`config.mk`:
```
export PLATFORM = sky130hd
export DESIGN_NAME = mem_port_arbiter
export DESIGN_NICKNAME = d
export VERILOG_FILES = /design/src/rtl/mem_port_arbiter.sv
export SDC_FILE = /design/constraint.sdc
export NUM_CORES = 1
export LEC_CHECK = 0
export ABC_AREA = 1
export CORE_ASPECT_RATIO = 0.7
export CORE_UTILIZATION = 36
export CTS_BUF_LIST = sky130_fd_sc_hd__clkbuf_4
export DETAILED_ROUTE_END_ITERATION = 8
export HOLD_SLACK_MARGIN = 0.06
export PLACE_DENSITY = 0.79
export SLEW_MARGIN = 30
export SYNTH_ARGS = -nofsm -noshare
export SYNTH_HDL_FRONTEND = slang
export SYNTH_SLANG_ARGS = --single-unit
```
`constraint.sdc`:
```
create_clock -name clk -period 2 [get_ports clk]
set_input_delay 0.4 -clock clk [delete_from_list [all_inputs] [get_ports clk]]
set_output_delay 0.4 -clock clk [all_outputs]
set_load 0.005 [all_outputs]
```
`src/rtl/mem_port_arbiter.sv`:
```
// Locked-grant arbiter between RC4 stage controllers and single-port memories.
// The owner drives the memory port combinationally; read data returns through a tagged pipeline.
module mem_port_arbiter #(
  parameter int unsigned NUM_CLIENTS = 3,
  parameter int unsigned NUM_MEMS    = 3,
  parameter int unsigned ADDR_W      = 8,
  parameter int unsigned DATA_W      = 8,
  parameter int unsigned SEL_W       = 2,
  parameter int unsigned READ_LAT    = 1,
  parameter int unsigned RR_MODE     = 0
) (
  input  logic                          clk,
  input  logic                          reset_n,
  input  logic [NUM_CLIENTS-1:0]        req,
  output logic [NUM_CLIENTS-1:0]        gnt,
  input  logic [NUM_CLIENTS*SEL_W-1:0]  cl_sel,
  input  logic [NUM_CLIENTS*ADDR_W-1:0] cl_addr,
  input  logic [NUM_CLIENTS*DATA_W-1:0] cl_wdata,
  input  logic [NUM_CLIENTS-1:0]        cl_wren,
  input  logic [NUM_CLIENTS-1:0]        cl_rden,
  output logic [NUM_CLIENTS*DATA_W-1:0] cl_rdata,
  output logic [NUM_CLIENTS-1:0]        cl_rvalid,
  output logic [NUM_MEMS*ADDR_W-1:0]    mem_addr,
  output logic [NUM_MEMS*DATA_W-1:0]    mem_wdata,
  output logic [NUM_MEMS-1:0]           mem_wren,
  input  logic [NUM_MEMS*DATA_W-1:0]    mem_q,
  output logic                          sel_err
);

  localparam int unsigned ID_W    = (NUM_CLIENTS > 1) ? $clog2(NUM_CLIENTS) : 1;
  localparam int unsigned ROM_IDX = 2;

  localparam logic [1:0] IDLE  = 2'd0;
  localparam logic [1:0] GRANT = 2'd1;
  localparam logic [1:0] DRAIN = 2'd2;

  logic [1:0]        state, state_nxt;
  logic [ID_W-1:0]   owner, rr_ptr, win, idx;
  logic              win_found, load;

  logic [SEL_W-1:0]  sel_a   [NUM_CLIENTS];
  logic [ADDR_W-1:0] addr_a  [NUM_CLIENTS];
  logic [DATA_W-1:0] wdata_a [NUM_CLIENTS];

  for (genvar c = 0; c < NUM_CLIENTS; c++) begin : g_unpack
    assign sel_a[c]   = cl_sel[c*SEL_W +: SEL_W];
    assign addr_a[c]  = cl_addr[c*ADDR_W +: ADDR_W];
    assign wdata_a[c] = cl_wdata[c*DATA_W +: DATA_W];
  end

  logic [SEL_W-1:0]  own_sel;
  logic [ADDR_W-1:0] own_addr;
  logic [DATA_W-1:0] own_wdata;
  logic              own_wren, own_rden, sel_bad, rom_wr, fwd, push, err_set;

  assign own_sel   = sel_a[owner];
  assign own_addr  = addr_a[owner];
  assign own_wdata = wdata_a[owner];
  assign own_wren  = cl_wren[owner];
  assign own_rden  = cl_rden[owner];
  assign sel_bad   = 32'(own_sel) >= NUM_MEMS;
  assign rom_wr    = own_wren && (32'(own_sel) == ROM_IDX);
  assign fwd       = (state == GRANT) && !sel_bad && !rom_wr;
  assign push      = fwd && own_rden;
  assign err_set   = (state == GRANT) && (own_wren || own_rden) && (sel_bad || rom_wr);

  // Winner search: fixed from client 0, or rotating from the pointer.
  always_comb begin
    win       = '0;
    win_found = 1'b0;
    idx       = '0;
    for (int unsigned i = 0; i < NUM_CLIENTS; i++) begin
      idx = (RR_MODE != 0) ? ID_W'((32'(rr_ptr) + i) % NUM_CLIENTS) : ID_W'(i);
      if (!win_found && req[idx]) begin
        win_found = 1'b1;
        win       = idx;
      end
    end
  end

  logic              pipe_v   [READ_LAT];
  logic [ID_W-1:0]   pipe_id  [READ_LAT];
  logic [SEL_W-1:0]  pipe_sel [READ_LAT];
  logic              busy;
  logic [DATA_W-1:0] ret_q;

  always_comb begin
    busy = 1'b0;
    for (int unsigned i = 0; i < READ_LAT; i++) busy = busy | pipe_v[i];
  end

  always_ff @(posedge clk) begin
    state <= reset_n ? state_nxt : IDLE;
  end

  always_comb begin
    state_nxt = state;
    load      = 1'b0;
    case (state)
      IDLE: begin
        if (win_found) begin
          state_nxt = GRANT;
          load      = 1'b1;
        end
      end
      GRANT: begin
        if (!req[owner]) state_nxt = (busy || push) ? DRAIN : IDLE;
      end
      DRAIN: begin
        if (!busy) state_nxt = IDLE;
      end
      default: state_nxt = IDLE;
    endcase
  end

  always_ff @(posedge clk) begin
    if (!reset_n) begin
      gnt     <= '0;
      owner   <= '0;
      rr_ptr  <= '0;
      sel_err <= 1'b0;
    end else begin
      if (load) begin
        gnt    <= NUM_CLIENTS'(1) << win;
        owner  <= win;
        rr_ptr <= (32'(win) == NUM_CLIENTS - 1) ? '0 : win + ID_W'(1);
      end else if (state == GRANT && state_nxt != GRANT) begin
        gnt <= '0;
      end
      sel_err <= sel_err | err_set;
    end
  end

  // Only the selected memory sees the owner's access; everything else is parked at zero.
  always_comb begin
    mem_addr  = '0;
    mem_wdata = '0;
    mem_wren  = '0;
    for (int unsigned m = 0; m < NUM_MEMS; m++) begin
      if (fwd && 32'(own_sel) == m) begin
        mem_addr[m*ADDR_W +: ADDR_W]  = own_addr;
        mem_wdata[m*DATA_W +: DATA_W] = own_wdata;
        mem_wren[m]                   = own_wren;
      end
    end
  end

  always_ff @(posedge clk) begin
    if (!reset_n) begin
      for (int unsigned i = 0; i < READ_LAT; i++) begin
        pipe_v[i]   <= 1'b0;
        pipe_id[i]  <= '0;
        pipe_sel[i] <= '0;
      end
    end else begin
      pipe_v[0]   <= push;
      pipe_id[0]  <= owner;
      pipe_sel[0] <= own_sel;
      for (int unsigned i = 1; i < READ_LAT; i++) begin
        pipe_v[i]   <= pipe_v[i-1];
        pipe_id[i]  <= pipe_id[i-1];
        pipe_sel[i] <= pipe_sel[i-1];
      end
    end
  end

  always_comb begin
    ret_q = '0;
    for (int unsigned m = 0; m < NUM_MEMS; m++) begin
      if (32'(pipe_sel[READ_LAT-1]) == m) ret_q = mem_q[m*DATA_W +: DATA_W];
    end
  end

  // Return stage: only the tagged client's data register is updated.
  always_ff @(posedge clk) begin
    if (!reset_n) begin
      cl_rdata  <= '0;
      cl_rvalid <= '0;
    end else begin
      cl_rvalid <= '0;
      if (pipe_v[READ_LAT-1]) begin
        for (int unsigned c = 0; c < NUM_CLIENTS; c++) begin
          if (32'(pipe_id[READ_LAT-1]) == c) begin
            cl_rvalid[c]                 <= 1'b1;
            cl_rdata[c*DATA_W +: DATA_W] <= ret_q;
          end
        end
      end
    end
  end

endmodule

```
==> metrics.txt, run 1 <==
first-pass GRT wire length=18.0 mm; DIE HEIGHT=70.7 um; Setup TNS=-11690 ps; vias in the first global route=3446; CTS Buffer Depth=2; Pwr Density=446 nW/um^2; Inst Count DP=605; Layout Cells excl Fill=676; Overflow after GRT=0; diode count=0; area post-placement=4350 sq um; Setup CP Type=input pin to output port; Data arrival, critical path=1960 ps; final setup fails=50; Peak VDD IR=374 uV; slew margin rel.=64.8%; Fill cells=338; Die X-Extent=100 um; post-synth top area share=33.0%; maxcap violations=0; fmax=0.424 GHz; Async SR Flop Fraction=0%; largest net degree at the start of global routing=31; I/O Pins=171; type of element launching the critical path=input pin; Final Cell Area=5420 sq um; hold slack=487 ps; CP Cell Sequence=clkdlybuf4s50_1 > nand2_4 > nand2_2 > nand2_4 > nand2_8 > buf_12 > nand3_4 > buf_12 > buf_6 > nor2_1 > buf_2; Num CTS Buffers=5; final core occ=85.1%; IO buf count=169; Hold Vio Cnt, Final=0; ys flop type=dfxtp_1; Area contributors post-synth=dfxtp_1, nor2_1, o21ai_0, a2bb2oi_2, a21oi_1; pre-CTS setup slack=-520 ps; FF-to-FF setup slack=200 ps; share of layout cells above drive strength 1=42.9%; Initial Util=38.1%; Clock Pin Slew Worst Setup and Hold Paths=110 ps; final slew viol count=0; minimum clock period=2360 ps; DR pass1 iterations=5; commonest non-fill, non-tap cells in the layout=clkdlybuf4s50_1, buf_2, buf_6; fin crit share=118%; gpl congestion=0.981; Final Worst Setup Slack=-360 ps; Worst path slowest cell=clkdlybuf4s50_1; Worst Path Required=1600 ps; Synth area leader=dfxtp_1; Post-Syn Instances=337; Mapped Avg Cell Area=7.20 sq um; crit path capture type=output port; post-synth net total=426; commonest non-fill, non-tap cell in the layout=clkdlybuf4s50_1; area of the multi-input gates=1880 sq um; DR vias/cell=5.59; worst-case clock skew=12.9 ps; CTS tree=built; initial antenna violation count=0; sequential area share after synthesis=33.0%; H-tree level count=2; row count=24; EDFF count, synth=0; worst-path fanout max=4; clock latency on the worst-skew pair=360 ps; GRT Total Usage=32.8%; failing checks=setup timing; CTS root buffer=clkbuf_4; vias=3779; Core Region=6370 sq um; Seq cells post-synth=40; Synth cell types=31; Synth Cell Area=2430 sq um; Final ANT Viol Nets=0; area delta synth->final=123%; YS warnings=0; leakage=2.35 nW; Reg area=806 sq um; # nets final=674; slowest stage delay, CP=510 ps; Final HPWL DP=7.67 mm; CTS Sinks=40; Routed WL per cell=20.9 um; status=finished, violations left; die area=7080 sq um; WL final=14.1 mm; Slew @ Worst Pin=525 ps; DRC Markers=0; total power=2.41 mW; Min-Delay Path Class=flip-flop to flip-flop; Starting DRT DRC Count=331; RSZ-0062 raised after global routing=true
[flip-flops by register name (all words and copies together), names as in the netlist]
signal     flops
sel_err        1
gnt            3
pipe_v         1
pipe_sel       2
cl_rdata      24
owner          2
cl_rvalid      3
pipe_id        2
state          2
[cell type report]
class / count / share of cell area [%]
Clock inverter: 2 / 0.231
Inverter: 33 / 2.93
Tap cell: 91 / 2.10
Clock buffer: 5 / 0.693
Sequential cell: 40 / 14.9
Timing Repair Buffer: 256 / 44.5
Multi-Input combinational cell: 249 / 34.7
[final timing paths]
kind	start	to	cells after the start
worst max register to register	pipe_sel[0][1]$_SDFF_PN0_	cl_rdata[8]$_SDFFE_PN0P_	5
worst min register to register	gnt[2]$_SDFFE_PN0P_	gnt[2]$_SDFFE_PN0P_	2
worst max-delay path	cl_sel[2]	mem_wdata[13]	11
worst min-delay path	gnt[2]$_SDFFE_PN0P_	gnt[2]$_SDFFE_PN0P_	2
[layer usage]
layer / vias to the layer above / track usage, % / wire length [um]
li1: 1643 / - / -
met3: 93 / 7.02 / 1290
met1: 1759 / 41.0 / 5200
met2: 284 / 54.7 / 6640
met4: 0 / 14.2 / 964
met5: - / 0 / 0
[power breakdown]
group / leakage [nW] / switching, mW / internal, mW / total (mW)
registers: 0.326 / 0.0247 / 0.823 / 0.848
logic: 2.00 / 0.565 / 0.610 / 1.18
clock network: 0.0271 / 0.263 / 0.128 / 0.391
[cell families after synthesis]
| group | count (synthesis) | share of synthesized area (%) |
|---|---|---|
| buffers and inverters | 52 | 10.8 |
| other | 1 | 0.154 |
| flip-flops | 40 | 33.0 |
| AND/OR/NAND/NOR | 135 | 27.9 |
| AO/OA/AOI/OAI | 109 | 28.1 |
[critical path, delay by kind of cell]
kind,cells,cell delay [ps]
AND/OR/NAND/NOR,6,520
buffers and inverters,5,1030
[synth_stat cells, drive strengths merged (3+ instances only)]
| cell type | number |
|---|---|
| dfxtp | 40 |
| a21oi | 30 |
| nand2 | 30 |
| nand4 | 3 |
| o21ai | 54 |
| inv | 30 |
| buf | 16 |
| nor3 | 3 |
| nor4 | 3 |
| a31oi | 8 |
| clkinv | 3 |
| clkbuf | 3 |
| nand3 | 16 |
| nor2 | 80 |
| a2bb2oi | 16 |
[repair_timing]
item | in CTS | in global routing
resized for setup | 291 | 82
endpoints found under the setup margin | 50 | 50
cloned | 5 | 1
pin swaps | 49 | 24
buffers inserted | 54 | 11
hold buffers | 0 | 0
Note: power is estimated with default switching activity, not from simulation.
==> run 2, diff against run 1 <==
ABC_CLOCK_PERIOD_IN_PS = 2000   (was not set)
CORE_UTILIZATION = 25   (was 36)
PLACE_DENSITY = 0.57   (was 0.79)
==> run 2 against run 1 <==
Effect of this change: the flow still finishes with violations (setup timing); critical endpoint is now mem_addr[20]; wire length shrank 26%; non-clock buffer count decreased by 19; power fell by 10%; register-to-register slack better by 90 ps; first-iteration DRC count down 53%; worst hold slack worse by 14 ps; cell area decreased by 10%; clock-buffer cell count is 2 higher; cell count rose by 1.9%; sequential power down 0.5%; sequential cell count unchanged; largest power group unchanged.
==> metrics.txt, run 2 (same netlist as run 1, synthesis figures left out) <==
first-pass GRT wire length=15.9 mm (was 18.0 mm); H-tree level count=2 (unchanged); pre-CTS setup slack=-518 ps (was -520 ps); Min-Delay Path Class=flip-flop to flip-flop (unchanged); area of the multi-input gates=1520 sq um (was 1880 sq um); die area=10100 sq um (was 7080 sq um); area post-placement=4380 sq um (was 4350 sq um); Setup CP Type=flip-flop to output port (was input pin to output port); leakage=2.18 nW (was 2.35 nW); Overflow after GRT=0 (unchanged); share of layout cells above drive strength 1=33.6% (was 42.9%); Data arrival, critical path=1890 ps (was 1960 ps); fmax=0.437 GHz (was 0.424 GHz); DR vias/cell=4.55 (was 5.59); Final HPWL DP=7.33 mm (was 7.67 mm); Biggest register=cl_rdata (unchanged); Final Worst Setup Slack=-287 ps (was -360 ps); RSZ-0062 raised after global routing=true (unchanged); CTS Sinks=40 (unchanged); crit path capture type=output port (unchanged); area delta synth->final=101% (was 123%); fin crit share=114% (was 118%); maxcap violations=0 (unchanged); DIE HEIGHT=84.4 um (was 70.7 um); Final ANT Viol Nets=0 (unchanged); row count=29 (was 24); cts hold-fix bufs=0 (unchanged); slowest stage delay, CP=380 ps (was 510 ps); Fill cells=882 (was 338); Clock Pin Slew Worst Setup and Hold Paths=110 ps (about the same); diode count=0 (unchanged); IO buf count=169 (unchanged); final setup fails=50 (unchanged); commonest non-fill, non-tap cell in the layout=clkdlybuf4s50_1 (unchanged); failing checks=setup timing (unchanged); CP Buf/Inv Count=6 (was 5); Pwr Density=445 nW/um^2 (was 446 nW/um^2); initial antenna violation count=0 (unchanged); slew margin rel.=63.2% (was 64.8%); commonest non-fill, non-tap cells in the layout=clkdlybuf4s50_1, nor2_1, dfxtp_1 (was clkdlybuf4s50_1, buf_2, buf_6); total power=2.17 mW (was 2.41 mW); final slew viol count=0 (unchanged); # nets final=653 (was 674); Final Cell Area=4880 sq um (was 5420 sq um); Starting DRT DRC Count=154 (was 331); Peak VDD IR=215 uV (was 374 uV); biggest regs=cl_rdata x24, cl_rvalid x3, gnt x3 (unchanged); CTS Buffer Depth=2 (unchanged); CTS root buffer=clkbuf_4 (unchanged); worst-path fanout max=6 (was 4); hold slack=473 ps (was 487 ps); minimum clock period=2290 ps (was 2360 ps); CP Cell Sequence=buf_6 > nand2_2 > nand2_2 > nand2_2 > nand2_4 > clkinv_4 > buf_6 > nand4_4 > clkbuf_16 > buf_8 > nor2_4 > buf_2 (was clkdlybuf4s50_1 > nand2_4 > nand2_2 > nand2_4 > nand2_8 > buf_12 > nand3_4 > buf_12 > buf_6 > nor2_1 > buf_2); Routed WL per cell=15.2 um (was 20.9 um); Hold Vio Cnt, Final=0 (unchanged); status=finished, violations left (unchanged); DR pass1 iterations=4 (was 5); WL final=10.5 mm (was 14.1 mm); Num CTS Buffers=5 (unchanged); I/O Pins=171 (unchanged); largest net degree at the start of global routing=23 (was 31); Core Region=9250 sq um (was 6370 sq um); most used cell, CP=nand2_2; Initial Util=26.2% (was 38.1%); DRC Markers=0 (unchanged); type of element launching the critical path=flip-flop (was input pin); clock latency on the worst-skew pair=340 ps (was 360 ps); vias in the first global route=2964 (was 3446); gpl congestion=0.833 (was 0.981); worst-case clock skew=6.75 ps (was 12.9 ps); GRT Total Usage=20.1% (was 32.8%); CTS tree=built (unchanged); Worst path slowest cell=dfxtp_4 (was clkdlybuf4s50_1); Die X-Extent=120 um (was 100 um); Slew @ Worst Pin=550 ps (was 525 ps); vias=3132 (was 3779); Reg area=806 sq um (unchanged); family with the most delay on the worst path=buffers and inverters (unchanged); Worst Path Required=1600 ps (about the same); max FFs per register=24 (unchanged)
run 2: power breakdown:
part | total [mW] | switching [mW] | internal (mW)
sequential | 0.844 | 0.0212 | 0.823
clock | 0.408 | 0.246 | 0.163
combinational | 0.918 | 0.417 | 0.501
run 2: repair_timing:
item,4_1_cts,5_1_grt
setup buffers,35,4
setup endpoints to repair,50,50
resized for setup,220,28
gates cloned,4,0
pin swaps,31,7
run 2: per-stage QoR:
stage	util, %	instances	setup TNS [ps]
2_1_floorplan	-	337	0
3_3_place_gp	47.3	638	-23180
3_5_place_dp	47.3	638	-23960
4_1_cts	51.5	685	-9760
5_1_grt	52.7	689	-14530
6_report	52.7	689	-9960
run 2: path summary, 6_finish.rpt:
check                                  from                  endpoint  slack, ps  depth (start not counted)
setup reg to reg  pipe_sel[0][1]$_SDFF_PN0_  cl_rdata[8]$_SDFFE_PN0P_        290                          5
hold reg to reg         gnt[1]$_SDFFE_PN0P_       gnt[1]$_SDFFE_PN0P_        470                          2
setup / recovery      owner[0]$_SDFFE_PN0P_              mem_addr[20]       -290                         12
hold / removal          gnt[1]$_SDFFE_PN0P_       gnt[1]$_SDFFE_PN0P_        470                          2
run 2: layer usage:
metal	share of wire, %	global-route usage, %
met5	0	0
met4	0.57	3.75
met3	5.8	3.40
met2	45	31.6
met1	48	28.8
run 2: tightest hold or removal path, delay by kind of cell, from the launching register on:
family          cells  cell delay [ps]
flops               1              330
compound gates      1               60
simple gates        1               50
run 2: area by class of cell:
class | instances | area share (%)
clock buffers | 7 | 1.08
clock inverters | 1 | 0.0770
inverters | 33 | 2.85
multi-input cells | 247 | 31.1
flip-flops and latches | 40 | 16.5
well taps | 124 | 3.18
repair buffers | 237 | 45.2
==> run 3, diff against run 2 <==
CAP_MARGIN = 20   (was not set)
==> results of run 3 <==
Final layout, timing and power as in run 2 (identical DEF).
==> RTL change 1 (settings of run 2) <==
Set the parameter `SEL_W` to 1 (it was 2).
--- a/src/rtl/mem_port_arbiter.sv
+++ b/src/rtl/mem_port_arbiter.sv
@@ -7,3 +7,3 @@
   parameter int unsigned DATA_W      = 8,
-  parameter int unsigned SEL_W       = 2,
+  parameter int unsigned SEL_W       = 1,
   parameter int unsigned READ_LAT    = 1,
Ports: changed (resized cl_sel); port bits go from 171 to 168. The function was not compared with the original's and may differ.
==> RTL change 1 against run 2 <==
The flow still finishes with violations (setup timing). Routed wire length down 18%. Power down 10%. Clock power down 3%. Worst setup slack better by 210 ps. Synthesized area down 10%. Fmax up 10%. Sequential power down 5.1%. Sequential cell count down 2. Cell area down 17%. Synthesized cell count down 4.2%.
==> RTL change 1: results (changes against run 2) <==
Final-report setup violation count = 21 (-58%)
Mapped Area = 2173 sq um (-10%)
Worst-path fanout max = 8 (+2)
Status = finished with violations
Post-Syn Instances = 323 (-4.2%)
Critical-path top delay cell = dfxtp_2
Setup ws final = -78.53 ps (+208.1 ps)
HPWL Detailed = 6.336 mm (-14%)
Overall Global Routing Usage = 18.45% (-1.6 points)
Post-synth top cells = 60 x nor2_1, 59 x nand2_1, 38 x dfxtp_1
Failing checks = setup timing
# port buffers = 141 (-17%)
Placed inst area = 3712 sq um (-15%)
DP Cell Count = 588 (-7.8%)
Multi-input logic portion of the cell area = 35.36% (+4.3 points)
Post-synthesis compound-gate area fraction = 21.76% (-6.4 points)
Share of cells above drive strength 1 = 25.00% (-8.6 points)
Clock-cell share of area = 1.323% (+0.17 points)
Synth cell types = 24 (-23%)
Switching pwr = 649.4 uW (-5.0%)
P_seq = 801 uW (-5.1%)
Family with the most delay on the worst path = simple AND/OR/NAND/NOR gates
Area contributors post-synth = dfxtp_1 35%, nor2_1 10%, nand2_1 10%
Buffers excl. clock = 165 (-30%)
Post-cts resize count = 158 (-28%)
## RTL change 1: cell types whose count changed in the layout (fill, tap and decap cells not counted), sizes merged, moves of 7 or more
cell                  run 2  this run
nand3                    18        10
nand2                    30        66
a31oi                     8         0
conb                      1        18
nor2                     80        61
buf                     103        43
o21ai                    54        37
dlygate4sd2               9         2
clkdlybuf4s50           115       105
## RTL change 1: path summary, 6_finish.rpt
check,startpoint,endpoint,slack (ps),depth (start not counted)
setup / recovery,owner[1],mem_wren[1],-80,8
setup reg to reg,pipe_v[0],cl_rdata[8],520,3
hold / removal,cl_rdata[12],cl_rdata[12],450,2
hold reg to reg,cl_rdata[12],cl_rdata[12],450,2
## RTL change 1: metal layers
| layer | vias up | routed length, um |
|---|---|---|
| li1 | 1332 | - |
| met2 | 71 | 3928 |
| met5 | - | 0 |
| met1 | 1212 | 4170 |
| met4 | 0 | 89 |
| met3 | 10 | 421 |
==> RTL change 2 (config.mk and constraints of run 2) <==
Made on the original files. Reset style: asynchronous (`reset_n`), changed in 3 clocked blocks.
--- a/src/rtl/mem_port_arbiter.sv
+++ b/src/rtl/mem_port_arbiter.sv
@@ -115,3 +115,3 @@
 
-  always_ff @(posedge clk) begin
+  always_ff @(posedge clk or negedge reset_n) begin
     if (!reset_n) begin
@@ -147,3 +147,3 @@
 
-  always_ff @(posedge clk) begin
+  always_ff @(posedge clk or negedge reset_n) begin
     if (!reset_n) begin
@@ -174,3 +174,3 @@
   // Return stage: only the tagged client's data register is updated.
-  always_ff @(posedge clk) begin
+  always_ff @(posedge clk or negedge reset_n) begin
     if (!reset_n) begin
Function: differs if reset_n is asserted again (counterexample within 4 cycles, from zero or initial values and one cycle with reset_n low); with reset_n held inactive, the same outputs for 10 cycles.
==> RTL change 2 against run 2 <==
The flow still finishes with violations (setup timing). Cell area shrank 0.82%. Routed wire length shrank 6.9%. Global-route usage shrank 0.75 points. Sequential cell count is the same. Worst setup slack lost 35 ps. Synthesized area grew 0.36%. Synthesized cell count shrank 13%. First-iteration DRC count shrank 27%. Via count shrank 12%.
Power is not compared: it rests on default switching activity, and its combinational part moved more than twofold at a synthesized area within 25%.
==> RTL change 2: results (changes against run 2) <==
1st-iter DRT viols = 113 (-27%)
Ys Warns = 0 (unchanged)
H-tree depth reported by CTS = 2 (unchanged)
Synth Flop Type = dfrtp_1
Worst slew pin tran = 658.8 ps (+109.0 ps)
GR Layer Usage met1 = 26.15% (-2.6 points)
Setup TNS = -10,920 ps (-964.6 ps)
Metal-1 WL = 4.620 mm (-8.3%)
Clk_lat worst skew = 370 ps (+30 ps)
Global Route met3 Usage = 4.620% (+1.2 points)
Syn nets = 381 (-11%)
Grt met2 use = 31.30% (-0.34 points)
RD Place Congestion = 0.8221 (-1.3%)
Pre-CTS WS = -530.8 ps (-12.35 ps)
Avg Synthesized Cell Area = 8.343 sq um (+16%)
Post-cts resize count = 238 (+8.2%)
Family with the most delay on the worst path = buffers and inverters
HPWL Detailed = 6.972 mm (-4.9%)
First-pass GRT wire length = 15.18 mm (-4.8%)
Nets = 596 (-8.7%)
Fillers = 850 (-3.6%)
Placed inst area = 4398 sq um (+0.49%)
Largest net degree at the start of global routing = 32 (+39%)
Via count = 2,763 (-12%)
Cts hold-fix bufs = 1 (+1)
Met2 WL post-DR = 4.499 mm (-5.4%)
Post-synth top cells = 72 x nor2_1, 41 x nand2_1, 38 x dfrtp_1
Hold crit path type = input pin to async pin
Fraction of registers with async set/reset = 95.00% (+95 points)
Clock transition at path regs = 130 ps (+20 ps)
Number of global-route vias before repair = 2,736 (-7.7%)
Area contributors post-synth = dfrtp_1 39%, nor2_1 11%, mux2_2 11%
Final WL = 9.743 mm (-6.9%)
Post-CTS setup buffers = 10 (-71%)
Critical path arrival = 1920 ps (+30 ps)
Worst Clk Skew = 9.978 ps (+3.224 ps)
Worst-path fanout max = 7 (+1)
Failing checks = setup timing
Vias/cell = 4.372 (-3.8%)
Hold Vio Cnt, Final = 0 (unchanged)
Sequential area share after synthesis = 40.68% (+7.7 points)
Status = finished with violations
Crit path largest cell delay = 480 ps (+100 ps)
Initial antenna violation count = 0 (unchanged)
Setup ws final = -321.2 ps (-34.57 ps)
Synth cell types = 27 (-13%)
Critical-path top delay cell = dfrtp_2
Met3 routed WL = 539 um (-11%)
Share of cells above drive strength 1 = 39.96% (+6.3 points)
Final-report setup violation count = 50 (unchanged)
## RTL change 2: cell count changes after synthesis, moves of 6 or more
cell	before	now
a21oi_1	29	5
a2bb2oi_1	6	16
a2bb2oi_2	10	0
a31oi_1	8	1
buf_2	10	3
dfrtp_1	0	38
dfxtp_1	40	2
mux2_2	0	24
nand2_1	23	41
nor2_1	66	72
nor2_2	13	4
o21ai_0	36	22
o21ai_1	18	0
## RTL change 2: final timing paths
kind / startpoint / to / slack, ps / depth (start not counted)
max in group asynchronous: reset_n / owner[0] / 950 / 3
setup reg to reg: owner[0] / state[1] / 290 / 12
setup / recovery: owner[0] / mem_addr[22] / -320 / 11
min in group clk: cl_rdata[4] / cl_rdata[4] / 520 / 1
hold reg to reg: cl_rdata[4] / cl_rdata[4] / 520 / 1
hold / removal: reset_n / cl_rdata[20] / 390 / 2
## RTL change 2: cell type report
class | instances | area [sq um] | share of cell area, %
timing repair buffer | 215 | 1896 | 39.20
sequential | 40 | 992.2 | 20.52
tap | 124 | 155.1 | 3.208
inverter | 23 | 98.84 | 2.044
clock inverter | 3 | 42.54 | 0.8797
multi-input combinational | 222 | 1614 | 33.38
clock buffer | 5 | 37.54 | 0.7762
## RTL change 2: cell families after synthesis
kind of cell,Yosys count,synth area share (%)
DFF,40,40.68
muxes,24,11.09
AOI/OAI and AO/OA,46,12.17
buffers and inverters,34,7.446
other,1,0.1539
and+or+nand+nor,147,28.45
## RTL change 2: power groups by stage
| stage | Clock, uW | Combinational [uW] | Sequential (uW) |
|---|---|---|---|
| 2_1_floorplan | 0 | 720 | 1240 |
| 3_3_place_gp | 0 | 1780 | 1220 |
| 3_5_place_dp | 0 | 1790 | 1230 |
| 4_1_cts | 564 | 1960 | 1220 |
| 5_1_grt | 603 | 2250 | 1250 |
| 6_report | 550 | 2090 | 1210 |
